<file path="src/rtl/ascon_pack.sv">
// Shared ASCON definitions: state type, constants, FSM state enum and round primitives.
// Latency: none, the round primitives are pure combinational functions.
// Backpressure: not applicable.
package ascon_pack;

  localparam int NB_ROUNDS_A = 12;
  localparam int NB_ROUNDS_B = 8;

  localparam logic [63:0] IV_G  = 64'h80800C0800000000;
  localparam logic [63:0] PAD_G = 64'h8000000000000000;

  // First round index of each permutation flavour; every flavour ends on round 11.
  localparam logic [3:0] ROUND_A_FIRST = 4'(12 - NB_ROUNDS_A);
  localparam logic [3:0] ROUND_B_FIRST = 4'(12 - NB_ROUNDS_B);
  localparam logic [3:0] ROUND_LAST    = 4'd11;

  // x0 occupies the top 64 bits, so {IV, key, nonce} maps directly onto x0..x4.
  typedef struct packed {
    logic [63:0] x0;
    logic [63:0] x1;
    logic [63:0] x2;
    logic [63:0] x3;
    logic [63:0] x4;
  } type_state;

  typedef enum logic [2:0] {
    ST_IDLE, ST_INIT, ST_AD, ST_WAIT_C, ST_DATA, ST_FINAL, ST_DONE
  } type_dec_state;

  // Mask folded into the round output on the last round of a phase.
  typedef enum logic [1:0] {
    XOR_NONE, XOR_INIT, XOR_AD, XOR_FINAL
  } type_xor_sel;

  function automatic logic [63:0] rotr(logic [63:0] v, int n);
    return (v >> n) | (v << (64 - n));
  endfunction

  function automatic type_state constante_add(type_state s, logic [3:0] r);
    type_state o;
    o = s;
    o.x2[7:0] = s.x2[7:0] ^ {4'hf - r, r};
    return o;
  endfunction

  // Bit-sliced 5-bit S-box applied to all 64 columns at once.
  function automatic type_state substitution(type_state s);
    type_state o;
    logic [63:0] x0, x1, x2, x3, x4, t0, t1, t2, t3, t4;
    x0 = s.x0 ^ s.x4;
    x1 = s.x1;
    x2 = s.x2 ^ s.x1;
    x3 = s.x3;
    x4 = s.x4 ^ s.x3;
    t0 = ~x0 & x1;
    t1 = ~x1 & x2;
    t2 = ~x2 & x3;
    t3 = ~x3 & x4;
    t4 = ~x4 & x0;
    x0 = x0 ^ t1;
    x1 = x1 ^ t2;
    x2 = x2 ^ t3;
    x3 = x3 ^ t4;
    x4 = x4 ^ t0;
    x1 = x1 ^ x0;
    x0 = x0 ^ x4;
    x3 = x3 ^ x2;
    x2 = ~x2;
    o.x0 = x0;
    o.x1 = x1;
    o.x2 = x2;
    o.x3 = x3;
    o.x4 = x4;
    return o;
  endfunction

  function automatic type_state diffusion(type_state s);
    type_state o;
    o.x0 = s.x0 ^ rotr(s.x0, 19) ^ rotr(s.x0, 28);
    o.x1 = s.x1 ^ rotr(s.x1, 61) ^ rotr(s.x1, 39);
    o.x2 = s.x2 ^ rotr(s.x2, 1)  ^ rotr(s.x2, 6);
    o.x3 = s.x3 ^ rotr(s.x3, 10) ^ rotr(s.x3, 17);
    o.x4 = s.x4 ^ rotr(s.x4, 7)  ^ rotr(s.x4, 41);
    return o;
  endfunction

endpackage

</file>
<file path="src/rtl/ascon_decrypt_fsm.sv">
// Sequencer for ASCON-128a decryption: phase FSM, round counter and datapath selects.
// Latency: 21 cycles start to first ready, 9 cycles per block, 13 cycles last DATA to done.
// Backpressure: cipher_ready_o only in WAIT_C; the FSM waits there indefinitely without valid.
module fsm_decrypt
  import ascon_pack::*;
(
  input  logic       clock_i,
  input  logic       reset_i,
  input  logic       start_i,
  input  logic       cipher_valid_i,
  input  logic       cipher_last_i,
  output logic [3:0] round_o,
  output logic       load_o,
  output logic       run_o,
  output logic       absorb_o,
  output logic       check_o,
  output logic [1:0] xor_sel_o,
  output logic       cipher_ready_o,
  output logic       plain_valid_o,
  output logic       done_o,
  output logic       busy_o
);

  type_dec_state state_q, state_d;
  logic [3:0]    cnt_q, cnt_d, cnt_inc;
  logic          last_q, last_d;

  // Counter parks on the phase end value instead of wrapping.
  assign cnt_inc = (cnt_q == ROUND_LAST) ? cnt_q : cnt_q + 4'd1;
  assign round_o = cnt_q;

  // State, round counter and last-block flag registers.
  always_ff @(posedge clock_i or posedge reset_i) begin
    if (reset_i) begin
      state_q <= ST_IDLE;
      cnt_q   <= 4'd0;
      last_q  <= 1'b0;
    end else begin
      state_q <= state_d;
      cnt_q   <= cnt_d;
      last_q  <= last_d;
    end
  end

  // Next-state logic and datapath controls.
  always_comb begin
    state_d        = state_q;
    cnt_d          = cnt_q;
    last_d         = last_q;
    load_o         = 1'b0;
    run_o          = 1'b0;
    absorb_o       = 1'b0;
    check_o        = 1'b0;
    xor_sel_o      = XOR_NONE;
    cipher_ready_o = 1'b0;
    plain_valid_o  = 1'b0;
    done_o         = 1'b0;
    busy_o         = (state_q != ST_IDLE);
    case (state_q)
      ST_IDLE: begin
        if (start_i) begin
          load_o  = 1'b1;
          cnt_d   = ROUND_A_FIRST;
          state_d = ST_INIT;
        end
      end
      ST_INIT: begin
        run_o = 1'b1;
        cnt_d = cnt_inc;
        if (cnt_q == ROUND_LAST) begin
          xor_sel_o = XOR_INIT;
          cnt_d     = ROUND_B_FIRST;
          state_d   = ST_AD;
        end
      end
      ST_AD: begin
        run_o = 1'b1;
        cnt_d = cnt_inc;
        if (cnt_q == ROUND_LAST) begin
          xor_sel_o = XOR_AD;
          cnt_d     = ROUND_B_FIRST;
          state_d   = ST_WAIT_C;
        end
      end
      ST_WAIT_C: begin
        cipher_ready_o = 1'b1;
        if (cipher_valid_i) begin
          absorb_o = 1'b1;
          last_d   = cipher_last_i;
          cnt_d    = ROUND_B_FIRST;
          state_d  = ST_DATA;
        end
      end
      ST_DATA: begin
        run_o         = 1'b1;
        cnt_d         = cnt_inc;
        plain_valid_o = (cnt_q == ROUND_B_FIRST);
        if (cnt_q == ROUND_LAST) begin
          if (last_q) begin
            xor_sel_o = XOR_FINAL;
            cnt_d     = ROUND_A_FIRST;
            state_d   = ST_FINAL;
          end else begin
            cnt_d   = ROUND_B_FIRST;
            state_d = ST_WAIT_C;
          end
        end
      end
      ST_FINAL: begin
        run_o = 1'b1;
        cnt_d = cnt_inc;
        if (cnt_q == ROUND_LAST) begin
          check_o = 1'b1;
          cnt_d   = 4'd0;
          state_d = ST_DONE;
        end
      end
      ST_DONE: begin
        done_o  = 1'b1;
        cnt_d   = 4'd0;
        state_d = ST_IDLE;
      end
      default: state_d = ST_IDLE;
    endcase
  end

endmodule

</file>
<file path="src/rtl/ascon_decrypt.sv">
// ASCON-128a authenticated decryption, one permutation round per cycle (optional tag_o via ASCON_DEC_TAG_OUT_EN).
// Latency: 21 cycles start to first ready, 9 cycles per block, done_o 13 cycles after last DATA round.
// Backpressure: blocks accepted only while cipher_ready_o is high; plaintext output cannot be stalled.
module ascon_decrypt
  import ascon_pack::*;
(
  input  logic         clock_i,
  input  logic         reset_i,
  input  logic         start_i,
  input  logic [127:0] key_i,
  input  logic [127:0] nonce_i,
  input  logic [127:0] ad_i,
  input  logic         cipher_valid_i,
  input  logic [127:0] cipher_i,
  input  logic         cipher_last_i,
  output logic         cipher_ready_o,
  input  logic [127:0] tag_i,
  output logic         plain_valid_o,
  output logic [127:0] plain_o,
  output logic         busy_o,
  output logic         done_o,
  output logic         tag_ok_o
`ifdef ASCON_DEC_TAG_OUT_EN
  ,
  output logic [127:0] tag_o
`endif
);

  logic [3:0]   round_i;
  logic         load, run, absorb, check;
  logic [1:0]   xor_sel;
  type_state    s_q, round_out, xor_mask;
  logic [127:0] tag_calc;

  fsm_decrypt u_fsm (
    .clock_i        (clock_i),
    .reset_i        (reset_i),
    .start_i        (start_i),
    .cipher_valid_i (cipher_valid_i),
    .cipher_last_i  (cipher_last_i),
    .round_o        (round_i),
    .load_o         (load),
    .run_o          (run),
    .absorb_o       (absorb),
    .check_o        (check),
    .xor_sel_o      (xor_sel),
    .cipher_ready_o (cipher_ready_o),
    .plain_valid_o  (plain_valid_o),
    .done_o         (done_o),
    .busy_o         (busy_o)
  );

  assign round_out = diffusion(substitution(constante_add(s_q, round_i)));

  // Phase-boundary injections; the AD block rides along with the init key mask since XOR commutes.
  always_comb begin
    xor_mask = '0;
    case (xor_sel)
      XOR_INIT:  xor_mask = {ad_i, 64'h0, key_i};
      XOR_AD:    xor_mask = {256'h0, 64'h1};
      XOR_FINAL: xor_mask = {PAD_G, 64'h0, key_i, 64'h0};
      default:   xor_mask = '0;
    endcase
  end

  assign tag_calc = {round_out.x3, round_out.x4} ^ key_i;

  // Permutation state, plaintext and verdict registers.
  always_ff @(posedge clock_i or posedge reset_i) begin
    if (reset_i) begin
      s_q      <= '0;
      plain_o  <= '0;
      tag_ok_o <= 1'b0;
    end else begin
      if (load) begin
        s_q <= {IV_G, key_i, nonce_i};
      end else if (absorb) begin
        // Decryption overwrites the rate with the ciphertext rather than XORing it in.
        s_q.x0  <= cipher_i[127:64];
        s_q.x1  <= cipher_i[63:0];
        plain_o <= cipher_i ^ {s_q.x0, s_q.x1};
      end else if (run) begin
        s_q <= type_state'(round_out ^ xor_mask);
      end
      if (load) begin
        tag_ok_o <= 1'b0;
      end else if (check) begin
        tag_ok_o <= (tag_calc == tag_i);
      end
    end
  end

`ifdef ASCON_DEC_TAG_OUT_EN
  // Computed tag kept for cross-checking against the encryption engine.
  always_ff @(posedge clock_i or posedge reset_i) begin
    if (reset_i) begin
      tag_o <= '0;
    end else if (load) begin
      tag_o <= '0;
    end else if (check) begin
      tag_o <= tag_calc;
    end
  end
`endif

endmodule

</file>
<file path="config.mk">
export PLATFORM = sky130hd
export DESIGN_NAME = ascon_decrypt
export DESIGN_NICKNAME = d
export VERILOG_FILES = /design/src/rtl/ascon_pack.sv /design/src/rtl/ascon_decrypt_fsm.sv /design/src/rtl/ascon_decrypt.sv
export SDC_FILE = /design/constraint.sdc
export NUM_CORES = 2
export LEC_CHECK = 0
export CAP_MARGIN = 20
export CORE_MARGIN = 3
export CORE_UTILIZATION = 45
export CTS_CLUSTER_DIAMETER = 150
export DETAILED_ROUTE_END_ITERATION = 12
export HOLD_SLACK_MARGIN = 0.08
export PLACE_DENSITY = 0.7
export SYNTH_ARGS = -nofsm -noshare
export SYNTH_HDL_FRONTEND = slang
export SYNTH_HIERARCHICAL = 1
export SYNTH_SLANG_ARGS = --single-unit
export TNS_END_PERCENT = 50
</file>
<file path="constraint.sdc">
create_clock -name clock_i -period 38.8 [get_ports clock_i]
set_clock_uncertainty 0.15 [all_clocks]
set_input_delay 7.76 -clock clock_i [delete_from_list [all_inputs] [get_ports clock_i]]
set_output_delay 7.76 -clock clock_i [all_outputs]
set_load 0.005 [all_outputs]
</file>
==> results.yml <==
run_status:
  status: "finished clean"
clock_network:
  clk_latency_ns: 0.68
  cts_setup_buffers: 0
  tritoncts: "done"
  root_buffer: "clkbuf_16"
  cts_sinks: 457
  hold_buffers: 0
  cts_buffer_depth: 3
  ctsResizeCount: 0
  clkTransAtPathRegs_ns: 0.06
  cts_max_level: 2
  cts_buffers: 57
layout:
  drive_gt1_share_pct: 6.67
  nNetsFinal: 6468
  syn2layout_area_growth_pct: 28.3
  fill_cells: 8442
detailed_routing:
  ant_nets: 0
  highest_layer: "met5"
  via_per_inst: 5.98
  vias: 41828
  wl_mm: 238
  wl_met3_mm: 27.8
  first_iter_violations: 5952
  wl_met1_mm: 90.5
  wl_met2_mm: 101
  first_pass_iters: 8
  wl_per_cell_um: 34.0
  post-route-drc-count: 0
worst_setup_path:
  crit_chain: "clkdlybuf4s50_1, nor2b_1, and3_4, buf_4, inv_4, a21oi_4, buf_12, o21ai_0"
  worstSetupPathType: "input pin to flip-flop"
  cp.required_ns: 39.14
  startpoint_type: "input pin"
  critPathSlowestCell: "buf_12"
  cp-end-kind: "flip-flop"
  worstPathMaxFanout: 204
  cp.arrival_ns: 11.30
  max_stage_delay_ns: 0.63
synth:
  netlist_area_um2: 42300
  synth_top_area_cell: "xnor2_1"
  synth_common_cells: "xnor2_1, nand2_1, dfrtp_1, nor2_1, o21ai_0"
  yosysMostFrequentCell: "xnor2_1"
  seq_area_frac_synth_pct: 27.1
  syn_inst: 4943
  synth_cell_types: 71
  synthArstFlopShare_pct: 100
  synth_flop_cell: "dfrtp_1"
  yosys_register_bits: 457
  synth_top_area_share_pct: 27.3
  yosys_warnings: 6
  synth-edff-count: 0
  yosys-top-cells-area: "xnor2_1, dfrtp_1, nand2_1"
  synth_nets: 5718
  syn_avg_cell_area_um2: 8.55
floorplanning:
  rows: 111
  core_area_um2: 92400
  dieArea_um2: 97600
  die_w_um: 312
  fp.dieH_um: 312
  start_util_pct: 45.8
  io_pins: 778
sta:
  finalCritPeriodShare_pct: 28.2
  fmax_ghz: 0.0912
  maxSlewHeadroom_pct: 9.23
  finalSetupTns_ns: 0
  hold_violations: 0
  slew_violations: 0
  tightest_slew_ns: 1.35
  final-setup-viol-count: 0
  fin_crit_ns: 10.96
  rsz0062_at_grt: "false"
global_route:
  antenna_found_initial: 14
  grt_start_max_net_pins: 208
  grt-ovfl-total: 0
  grt_pass1_vias: 39596
  grt_pass1_wl_mm: 321
  track_usage_pct: 47.2
worst_hold_path:
  hold_class: "flip-flop to flip-flop"
placement:
  place.detailed.hpwl_mm: 195
  gp_congestion: 1.10
  portBuffers: 777
flow_run:
  drv_cap: 0
==> metrics by stage <==
stage               cell area [um^2]  worst slack [ns]  cells  hold slack, ns  util (%)
floorplan                      42300             18.38   4943           0.323         -
CTS                            54200             28.07   6978           0.333      58.6
global placement               52000             27.46   6866           0.310      56.3
global route                   54200             27.78   6986           0.353      58.7
finish                         54200             27.84   6995           0.326      58.7
detailed placement             52100             27.39   6872           0.319      56.4
==> layer usage <==
metal  track usage, %  vias up
met5                0        -
met4             29.6        6
met3             12.8      619
met2             70.9     2969
met1             60.2    20475
li1                 -    17759
==> final timing paths <==
kind | from | to | slack [ns] | cells past startpoint
max reg2reg | u_fsm/round_o[1] | s_q[250] | 32.80 | 14
max in group asynchronous | reset_i | plain_o[101] | 28.79 | 4
min reg2reg | plain_o[49] | plain_o[49] | 0.33 | 2
min | plain_o[49] | plain_o[49] | 0.33 | 2
max | cipher_valid_i | s_q[37] | 27.84 | 8
min in group asynchronous | reset_i | u_fsm/state_q[0] | 7.35 | 2
==> placed cells by master, fill, tap and decap left out, types with 12 or more instances in the layout <==
cell type,synthesis,final
buf_4,0,127
dfrtp_1,457,457
diode_2,0,12
a22oi_1,69,69
mux2i_1,84,84
xnor2_1,1315,1296
mux2_2,65,65
a21oi_1,316,315
xnor2_2,12,31
a211oi_1,126,125
nor2_1,400,399
clkbuf_16,0,59
nor4_1,13,13
nand2_1,711,711
xor2_1,283,280
inv_1,157,156
clkinv_2,0,12
xor2_2,10,13
xnor3_1,52,52
maj3_1,23,23
clkdlybuf4s50_1,0,777
bufinv_16,0,12
o21ai_0,368,368
ha_1,130,130
nand4_1,14,14
==> state kept, by name, indices dropped and copies added (netlist names) <==
name           count
s_q              320
plain_o          128
u_fsm/round_o      4
u_fsm/state_q      3
tag_ok_o           1
u_fsm/last_q       1
==> kinds of logic (layout without fill, tap and decap cells) <==
logic type      after synthesis  count (layout)  share of synthesized area (%)
xor+xnor                   1691            1691                           37.9
simple gates               1185            1185                           11.0
compound gates              925             925                           12.5
flops                       457             457                           27.1
buf+inv                     380            1177                           3.38
fa+ha+maj                   154             154                           4.42
mux                         151             151                           3.78
other cells                   0              12                              0
==> cell type report <==
class,count,area [um^2],share of cell area (%)
Multi-Input combinational cell,4106,29600,54.6
Timing Repair Buffer,912,8870,16.3
Tap cell,1243,1560,2.87
Antenna cell,12,30.0,0.0554
Inverter,159,607,1.12
Sequential cell,457,11400,21.1
Clock buffer,69,1570,2.90
Clock inverter,37,528,0.974
==> critical path: cells and delay by family <==
kind                   cells  cell delay (ns)
buffers and inverters      4             2.08
and+or+nand+nor            2             0.59
AOI/OAI and AO/OA          2             0.50
Power is not shown: default switching activity piles up to over one toggle a cycle in this logic, so the estimate is an artifact.
